## src/rtl/serial_adder_ctrl.sv

```systemverilog
// serial_adder_ctrl
//   Bit-serial adder with a valid/ready handshake on both sides. A single
//   1-bit full adder is used for every bit, LSB first. The carry is kept in a
//   register between bits, so an operation takes WIDTH clocks in RUN.
//
// Ports
//   clk        : sole clock, all state updates on the rising edge
//   rst_n      : synchronous active-low reset
//   in_valid   : operand set a/b/cin offered (taken only in IDLE)
//   in_ready   : high in IDLE
//   a, b       : WIDTH-bit operands (unsigned or two's complement)
//   cin        : carry into bit 0
//   out_valid  : high in DONE, result held until out_ready
//   out_ready  : consumer takes result (ignored outside DONE)
//   sum        : WIDTH-bit result, modulo 2^WIDTH, zero in IDLE
//   cout       : carry out of the MSB (unsigned overflow)
//   overflow   : signed overflow (carry into MSB xor carry out of MSB)
//   busy       : high in RUN
module serial_adder_ctrl #(
    parameter int WIDTH = 8
) (
    input  logic             clk,
    input  logic             rst_n,
    input  logic             in_valid,
    output logic             in_ready,
    input  logic [WIDTH-1:0] a,
    input  logic [WIDTH-1:0] b,
    input  logic             cin,
    output logic             out_valid,
    input  logic             out_ready,
    output logic [WIDTH-1:0] sum,
    output logic             cout,
    output logic             overflow,
    output logic             busy
);

    localparam int CW = (WIDTH > 1) ? $clog2(WIDTH) : 1;

    localparam logic [1:0] S_IDLE = 2'd0;
    localparam logic [1:0] S_RUN  = 2'd1;
    localparam logic [1:0] S_DONE = 2'd2;

    logic [1:0]       r_state;
    logic [WIDTH-1:0] r_a;
    logic [WIDTH-1:0] r_b;
    logic [WIDTH-1:0] r_sum;
    logic             r_carry;
    logic [CW-1:0]    r_cnt;
    logic             r_cout;
    logic             r_ovf;

    logic             w_s;
    logic             w_c;
    logic             w_last;

    // Operands shift right so the current bit is always at position 0; the
    // sum shifts in from the MSB, so after WIDTH steps bit[counter] of the
    // sum register holds the result of bit[counter]. This avoids a variable
    // index that would be degenerate for WIDTH=1.
    assign w_s    = r_a[0] ^ r_b[0] ^ r_carry;
    assign w_c    = (r_a[0] & r_b[0]) | (r_carry & (r_a[0] ^ r_b[0]));
    assign w_last = (r_cnt == CW'(WIDTH - 1));

    always_ff @(posedge clk) begin
        if (!rst_n) begin
            r_state <= S_IDLE;
            r_a     <= '0;
            r_b     <= '0;
            r_sum   <= '0;
            r_carry <= 1'b0;
            r_cnt   <= '0;
            r_cout  <= 1'b0;
            r_ovf   <= 1'b0;
        end else begin
            case (r_state)
                S_IDLE: begin
                    if (in_valid) begin
                        r_a     <= a;
                        r_b     <= b;
                        r_carry <= cin;
                        r_cnt   <= '0;
                        r_sum   <= '0;
                        r_cout  <= 1'b0;
                        r_ovf   <= 1'b0;
                        r_state <= S_RUN;
                    end
                end
                S_RUN: begin
                    r_sum   <= (r_sum >> 1) | (WIDTH'(w_s) << (WIDTH - 1));
                    r_a     <= r_a >> 1;
                    r_b     <= r_b >> 1;
                    r_carry <= w_c;
                    r_cnt   <= r_cnt + CW'(1);
                    if (w_last) begin
                        // r_carry here is the carry into the MSB
                        r_cout  <= w_c;
                        r_ovf   <= r_carry ^ w_c;
                        r_state <= S_DONE;
                    end
                end
                S_DONE: begin
                    // No bypass: IDLE is entered first, acceptance happens
                    // at the following edge at the earliest.
                    if (out_ready) begin
                        r_sum   <= '0;
                        r_cout  <= 1'b0;
                        r_ovf   <= 1'b0;
                        r_carry <= 1'b0;
                        r_cnt   <= '0;
                        r_state <= S_IDLE;
                    end
                end
                default: begin
                    r_state <= S_IDLE;
                end
            endcase
        end
    end

    assign in_ready  = (r_state == S_IDLE);
    assign busy      = (r_state == S_RUN);
    assign out_valid = (r_state == S_DONE);
    assign sum       = r_sum;
    assign cout      = r_cout;
    assign overflow  = r_ovf;

endmodule

```

## config.mk

```make
export PLATFORM = sky130hd
export DESIGN_NAME = serial_adder_ctrl
export DESIGN_NICKNAME = d
export VERILOG_FILES = /design/src/rtl/serial_adder_ctrl.sv
export SDC_FILE = /design/constraint.sdc
export NUM_CORES = 1
export LEC_CHECK = 0
export CAP_MARGIN = 20
export CORE_MARGIN = 3
export CORE_UTILIZATION = 49
export CTS_CLUSTER_SIZE = 8
export DETAILED_ROUTE_END_ITERATION = 8
export GPL_ROUTABILITY_DRIVEN = 0
export GPL_TIMING_DRIVEN = 0
export HOLD_SLACK_MARGIN = 0.03
export PLACE_DENSITY = 0.87
export SLEW_MARGIN = 20
export SYNTH_ARGS = -nofsm -noshare
export SYNTH_HDL_FRONTEND = slang
export SYNTH_SLANG_ARGS = --single-unit
```

## constraint.sdc

```tcl
create_clock -name clk -period 2.2 [get_ports clk]
set_input_delay 0.22 -clock clk [delete_from_list [all_inputs] [get_ports clk]]
set_output_delay 0.22 -clock clk [all_outputs]
set_load 0.1 [all_outputs]
```

* Word-level counts from Yosys, hierarchy flattened *
Cells that the tools add are included.

cells by class
  bitwise gates (word level) = 7
  equality and inequality tests = 6
  reduce and logical (&&, ||, !) cells = 7
  add/subtract/negate cells = 1
  multiplexer cells = 22

operators with widths
  cell                 count
  $mux 8               4
  $pmux 8 s2           2
  $pmux 8 s3           1
  $pmux 1 s3           3
  $pmux 3 s3           1
  $or 7x8->8           1
  $mux 2               3
  $mux 3               2
  $pmux 2 s3           1
  $reduce_and 3->1     2
  $mux 1               5
  $ne 2x1->1 const B   2
  $reduce_and 4->1     1
  $add 3x1->3 const B  1
  $eq 3x3->1 const B   1
  $reduce_bool 3->1    1
  $xor 1x1->1          3
  $and 1x1->1          2
  $eq 2x1->1 const B   1
  $eq 2x2->1 const B   1
  $logic_not 2->1      1
  $ne 2x2->1 const B   1
  $reduce_and 2->1     1
  $reduce_bool 2->1    1
  $or 1x1->1           1

storage, ports and cells
  bits in registers = 32
  word-level logic and storage cells = 51
  output and inout bits = 13
  input bits = 21

* Depth between registers and ports, before layout *
Gate-level depths: netlist (run 1).

  depth in word-level cells = 6
  gate-level depth with buffers = 6
  depth with buffers taken out = 5

* Worst setup path after synthesis (run 1) *
Ideal clock, no wire load.

  path type = register to register
  start = register r_state[1]
  end = register r_sum[5], in the netlist sum[5]
  slack = -0.022 ns
  path buffers = 2
  data arrival time = 2.149 ns
  setup time = 0.073 ns
  period minus slack after synthesis = 2.222 ns
  data required time = 2.127 ns
  stages on the path, launching flop included = 7
  cells stage by stage = dfxtp_1 inv_1 ha_1 buf_2 buf_1 nand3_1 mux2i_1

between the ends
  longest elaborated chain between the ends = 3
  elaborated cells between the ends (all ways) = 8
  classes of those cells = eq/ne (4); mux (1); reduce/logical (3)

ends and longest elaborated chain
  what                                line  text
  start: declaration                  43    logic [1:0] r_state;
  start signal: assignment            66    r_state <= S_IDLE;
  start signal: assignment            85    r_state <= S_RUN;
  start signal: assignment            98    r_state <= S_DONE;
  $eq 2x1->1 *                        --
  named net busy                      34    output logic busy
  $reduce_bool 3->1 (no source line)  --
  $reduce_and 3->1 (no source line)   --
  end signal: assignment              89    r_sum <= (r_sum >> 1) | (WIDTH'(w_s) << (WIDTH - 1));
  end: declaration                    46    logic [WIDTH-1:0] r_sum;

The timed path passes the listed nets; every way through them passes the cells marked *.
A chain may end at the register's enable or synchronous reset.

* Worst setup path after layout (run 1) *
  start = register r_state[1]
  end = output in_ready

between the ends
  longest elaborated chain between the ends = 1

ends and longest elaborated chain
  what              line  text
  $logic_not 2->1   120   assign in_ready = (r_state == S_IDLE);
  end: declaration  25    output logic in_ready,

No other way between the ends.

==> impl_metrics.env, run 1 <==
export IMPL_via_per_inst=5.45
export IMPL_critPathCaptureType="output port"
export IMPL_r2r_slack_ns=0.36
export IMPL_min_period_ns=2.10
export IMPL_clockBufferDepth=2
export IMPL_cts_sinks=32
export IMPL_syn_area_per_cell_um2=9.53
export IMPL_slew_violations=0
export IMPL_clkLatencyLatePin_ns=0.33
export IMPL_ys_ff_latch=32
export IMPL_grt_pass1_wl_mm=5.49
export IMPL_core_area_um2=2880
export IMPL_hold_start="rst_n"
export IMPL_antennaDiodeCount=0
export IMPL_drt_iter0_markers=82
export IMPL_top_layer="met4"
export IMPL_via_count=1324
export IMPL_met3_length_um=182
export IMPL_track_usage_pct=19.6
export IMPL_grt_pass1_vias=1296
export IMPL_max_freq_mhz=475
export IMPL_finalCritPeriodShare_pct=95.6
export IMPL_r2r_start="r_state[0]$_SDFFE_PN0P_"
export IMPL_cts_tree="yes"
export IMPL_tns_ns=0
export IMPL_syn_to_final_growth_pct=29.3
export IMPL_die_w_um=62.0
export IMPL_fp_dieArea_um2=3840
export IMPL_holdWs_ns=0.241
export IMPL_hold_buffers=0
export IMPL_hpwlAfterDp_mm=2.46
export IMPL_synthesis_area_um2=1530
export IMPL_path_class="flop to output port"
export IMPL_path_max_fanout=5
export IMPL_grt_max_degree=11
export IMPL_met1_length_mm=1.39
export IMPL_status="complete, no violations"
export IMPL_ios=34
export IMPL_io_buffers=32
export IMPL_routedWlPerCell_um=13.4
export IMPL_p_leak_nw=0.781
export IMPL_synth_cells=161
export IMPL_hold_viol=0
export IMPL_drc=0
export IMPL_drt_total_wl_mm=3.26
export IMPL_synth_edf_count=0
export IMPL_nNetsFinal=228
export IMPL_relSlewSlack_pct=35.5
export IMPL_path_clk_slew_ns=0.10
export IMPL_cts_max_level=2
export IMPL_seq_area_frac_synth_pct=41.8
export IMPL_ys_flop_type="dfxtp_1"
export IMPL_finalSetupViolCount=0
export IMPL_synthArstFlopShare_pct=0
export IMPL_fp_dieH_um=62.0
export IMPL_fin_skew_ns=0.00636
export IMPL_p_per_area_nw_per_um2=899
export IMPL_drive_gt1_share_pct=9.95
export IMPL_antenna_found_initial=0
export IMPL_cp_start_kind="flop"
export IMPL_rows=19
export IMPL_startpoint="r_state[1]$_SDFFE_PN0P_"
export IMPL_syn_nets=189
export IMPL_overflow=0
export IMPL_worstMarginPinSlew_ns=0.965
export IMPL_firstDrtPassIters=4
export IMPL_antenna_left=0
export IMPL_rsz0062_at_grt="false"
export IMPL_numCtsBuffers=5
export IMPL_cp_required_ns=1.98
export IMPL_met2_length_mm=1.63
export IMPL_ys_types=29
export IMPL_worstHoldPathType="input pin to flop"
export IMPL_cts_root_buf="clkbuf_4"
export IMPL_start_util_pct=53.3
export IMPL_ys_warn_count=0
export IMPL_maxCapViolCount=0
export IMPL_crit_arrival_ns=1.88
export IMPL_irDropWorstVdd_v=0.000680
## kinds of logic (layout without fill, tap and decap cells)
family / after synthesis / in the layout / share of synthesized area [%]
flops: 32 / 32 / 41.8
mux: 28 / 28 / 18.4
xor+xnor: 1 / 1 / 0.571
buf+inv: 15 / 55 / 4.16
compound gates: 21 / 21 / 10.8
simple gates: 57 / 57 / 18.1
fa+ha+maj: 7 / 7 / 6.20
## critical path, stage by stage, from the launching register on
cell and delay, ns:
dfxtp_1 0.35, inv_1 0.09, ha_1 0.25, clkdlybuf4s15_1 0.86
## what timing repair did
item                                    CTS  global route
buffers inserted                          0             0
endpoints found under the setup margin    3             1
pin swaps                                 0             0
resized for setup                         3             1
cloned                                    0             0
## final timing paths
kind | cells past startpoint | end
setup reg to reg | 6 | sum[0]$_SDFFE_PN0P_
hold reg to reg | 2 | r_cnt[2]$_SDFFE_PN0P_
hold / removal | 3 | r_state[0]$_SDFFE_PN0P_
setup / recovery | 3 | in_ready
## cell type report
type / instances / area (µm²)
fill: 228 / 893
multi-input combinational: 114 / 832
sequential: 32 / 641
timing repair buffer: 32 / 318
tap: 42 / 52.6
buffer: 11 / 48.8
clock buffer: 6 / 41.3
clock inverter: 2 / 35.0
inverter: 4 / 15.0
## layer usage
layer / vias to the layer above / global-route usage, %
li1: 650 / -
met1: 627 / 21.2
met2: 43 / 35.2
met3: 4 / 5.79
met4: 0 / 8.18
met5: - / 0
## registers in the layout (all words and copies together), names as in the netlist
| register | cells |
|---|---|
| cout | 1 |
| overflow | 1 |
| r_a | 8 |
| r_b | 8 |
| r_carry | 1 |
| r_cnt | 3 |
| r_state | 2 |
| sum | 8 |
## cell usage after synthesis (2+ instances only)
cell      number  share of area, %
nand2_1       16               3.9
nand2b_1       3               1.2
a31oi_1        2              0.82
buf_2          6               2.0
a211oi_1      14               6.9
nor3_1         2              0.65
clkbuf_1       4              0.98
ha_1           6               4.9
nor2_1        16               3.9
nor2b_1        4               1.6
mux2i_1       27                18
nand3_1       11               3.6
inv_1          3              0.73
dfxtp_1       32                42
## power breakdown
part	total [mW]	leakage, nW	switching [mW]	internal [mW]
Sequential	0.710	0.262	0.0504	0.659
Combinational	0.634	0.476	0.386	0.249
Clock	0.439	0.0422	0.201	0.238
## stage by stage
stage	total power [mW]	std cells	setup slack [ns]	instance area, µm²	utilization [%]
2_1_floorplan	1.21	161	0.0299	1540	-
3_3_place_gp	1.33	235	0.169	1910	66.4
3_5_place_dp	1.36	235	0.146	1910	66.4
4_1_cts	1.79	243	0.0638	1980	68.9
5_1_grt	1.89	243	0.00455	1980	68.9
6_report	1.78	243	0.0960	1980	68.9
## cell usage in the layout, fill, tap and decap left out, drive strengths merged, types with 2 or more instances in the layout
| cell | instances |
|---|---|
| a31oi | 2 |
| nor2b | 5 |
| mux2i | 27 |
| ha | 6 |
| nand3 | 11 |
| dfxtp | 32 |
| inv | 4 |
| nand2b | 3 |
| nand2 | 16 |
| nor2 | 16 |
| nor3 | 3 |
| dlygate4sd2 | 2 |
| a211oi | 14 |
| clkdlybuf4s50 | 29 |
| clkbuf | 10 |
| buf | 7 |
No activity file was read; power rests on OpenSTA's default activity.
==> run 2, diff against run 1 <==
Settings changed: CORE_ASPECT_RATIO set to 1.25.
==> impl_metrics.env, run 2 (synthesis gave the netlist of run 1 again) <==
export IMPL_max_stage_delay_ns=0.86
export IMPL_die_w_um=56.0
export IMPL_grt_pass1_wl_mm=5.62
export IMPL_nNetsFinal=228
export IMPL_path_class="flop to output port"
export IMPL_via_count=1309
export IMPL_clockBufferDepth=2
export IMPL_fin_util_pct=66.0
export IMPL_worstMarginPinSlew_ns=0.967
export IMPL_finalSetupViolCount=0
export IMPL_cp_required_ns=1.98
export IMPL_via_per_inst=5.52
export IMPL_final_common_cell="dfxtp_1"
export IMPL_hold_viol=0
export IMPL_path_max_fanout=5
export IMPL_regArea_um2=641
export IMPL_cp_start_kind="flop"
export IMPL_final_cells=237
export IMPL_io_buffers=32
export IMPL_cp_cell_sequence="inv_1, ha_1, clkdlybuf4s15_1"
export IMPL_clkLatencyLatePin_ns=0.33
export IMPL_hold_buffers=0
export IMPL_relSlewSlack_pct=35.4
export IMPL_grt_max_degree=11
export IMPL_multi_input_area_um2=832
export IMPL_drt_total_wl_mm=3.28
export IMPL_rows=22
export IMPL_rsz0062_at_grt="false"
export IMPL_crit_arrival_ns=1.90
export IMPL_ios=34
export IMPL_dp_cells=229
export IMPL_path_clk_slew_ns=0.09
export IMPL_cts_root_buf="clkbuf_4"
export IMPL_final_cell_mix="dfxtp_1 (32), clkdlybuf4s50_1 (29), mux2i_1 (27)"
export IMPL_tns_ns=0
export IMPL_syn_to_final_growth_pct=27.8
export IMPL_finalPower_mw=1.70
export IMPL_cts_max_level=2
export IMPL_maxCapViolCount=0
export IMPL_fp_dieArea_um2=3840
export IMPL_holdWs_ns=0.236
export IMPL_overflow=0
export IMPL_irDropWorstVdd_v=0.000568
export IMPL_p_per_area_nw_per_um2=869
export IMPL_max_freq_mhz=472
export IMPL_fill_cells=238
export IMPL_status="complete, no violations"
export IMPL_numCtsBuffers=5
export IMPL_cts_tree="yes"
export IMPL_p_leak_nw=0.776
export IMPL_drc=0
export IMPL_min_period_ns=2.12
export IMPL_slew_violations=0
export IMPL_routedWlPerCell_um=13.8
export IMPL_critPathCaptureType="output port"
export IMPL_drive_gt1_share_pct=10.4
export IMPL_antenna_left=0
export IMPL_core_area_um2=2970
export IMPL_grt_pass1_vias=1335
export IMPL_finalCritPeriodShare_pct=96.3
export IMPL_firstDrtPassIters=4
export IMPL_antenna_found_initial=0
export IMPL_fp_dieH_um=68.6
export IMPL_antennaDiodeCount=0
export IMPL_track_usage_pct=18.4
export IMPL_start_util_pct=51.6
export IMPL_hpwlAfterDp_mm=2.52
export IMPL_cts_sinks=32
export IMPL_fin_skew_ns=0.00882
export IMPL_critical_path_slowest_cell="clkdlybuf4s15_1"
export IMPL_drt_iter0_markers=27
export IMPL_worstHoldPathType="input pin to flop"
## run 2: cell count changes in the layout (fill, tap and decap cells not counted)
| cell | change |
|---|---|
| clkbuf_1 | -1 |
| clkinv_2 | +1 |
| bufinv_16 | -1 |
| clkbuf_8 | +1 |
## run 2: power by group
group          switching, mW  internal (mW)  total, mW
sequential            0.0522          0.659      0.711
clock                  0.204          0.152      0.356
combinational          0.387          0.249      0.636
total                  0.643           1.06       1.70
## run 2: per-stage QoR
| stage | area (µm²) | setup WS (ns) |
|---|---|---|
| global placement | 1900 | 0.170 |
| detailed placement | 1900 | 0.137 |
| CTS | 1960 | 0.0562 |
| finish | 1960 | 0.0823 |
| global route | 1960 | 0.00619 |
| floorplan | 1540 | 0.0299 |
## run 2: layer usage
metal	global-route usage (%)	vias to the layer above	share of wire, %
li1	-	648	-
met1	18.9	620	41
met2	36.0	38	53
met3	6.15	3	5.8
met4	4.75	0	0.58
met5	0	-	0
## run 2: worst paths after layout
kind | cells past startpoint | to | start | slack (ns)
setup / recovery | 3 | in_ready | r_state[0]$_SDFFE_PN0P_ | 0.08
hold / removal | 3 | r_state[0]$_SDFFE_PN0P_ | rst_n | 0.24
setup reg to reg | 6 | sum[5]$_SDFFE_PN0P_ | r_state[0]$_SDFFE_PN0P_ | 0.33
hold reg to reg | 2 | r_cnt[2]$_SDFFE_PN0P_ | r_cnt[2]$_SDFFE_PN0P_ | 0.47
## run 2: area by class of cell
type | instances | area share [%]
multi-input combinational | 114 | 42.4
sequential | 32 | 32.7
timing repair buffer | 32 | 16.2
clock buffer | 6 | 2.62
buffer | 11 | 2.49
tap | 36 | 2.30
inverter | 4 | 0.766
clock inverter | 2 | 0.511
## run 2: repair_timing
item                                    4_1_cts  5_1_grt
endpoints found under the setup margin        3        1
buffers inserted                              0        0
gates resized for setup                       3        1
## run 2: worst max-delay path, delay by kind of cell (launching register included)
kind	cells	cell delay [ns]
buffers and inverters	2	0.96
flip-flops	1	0.36
adder cells (fa/ha/maj)	1	0.26
==> run 3, diff against run 2 <==
Settings changed: CAP_MARGIN 20 to 10.
==> results of run 3 <==
Same layout as run 2: the final DEF is identical, and so are final timing and power.
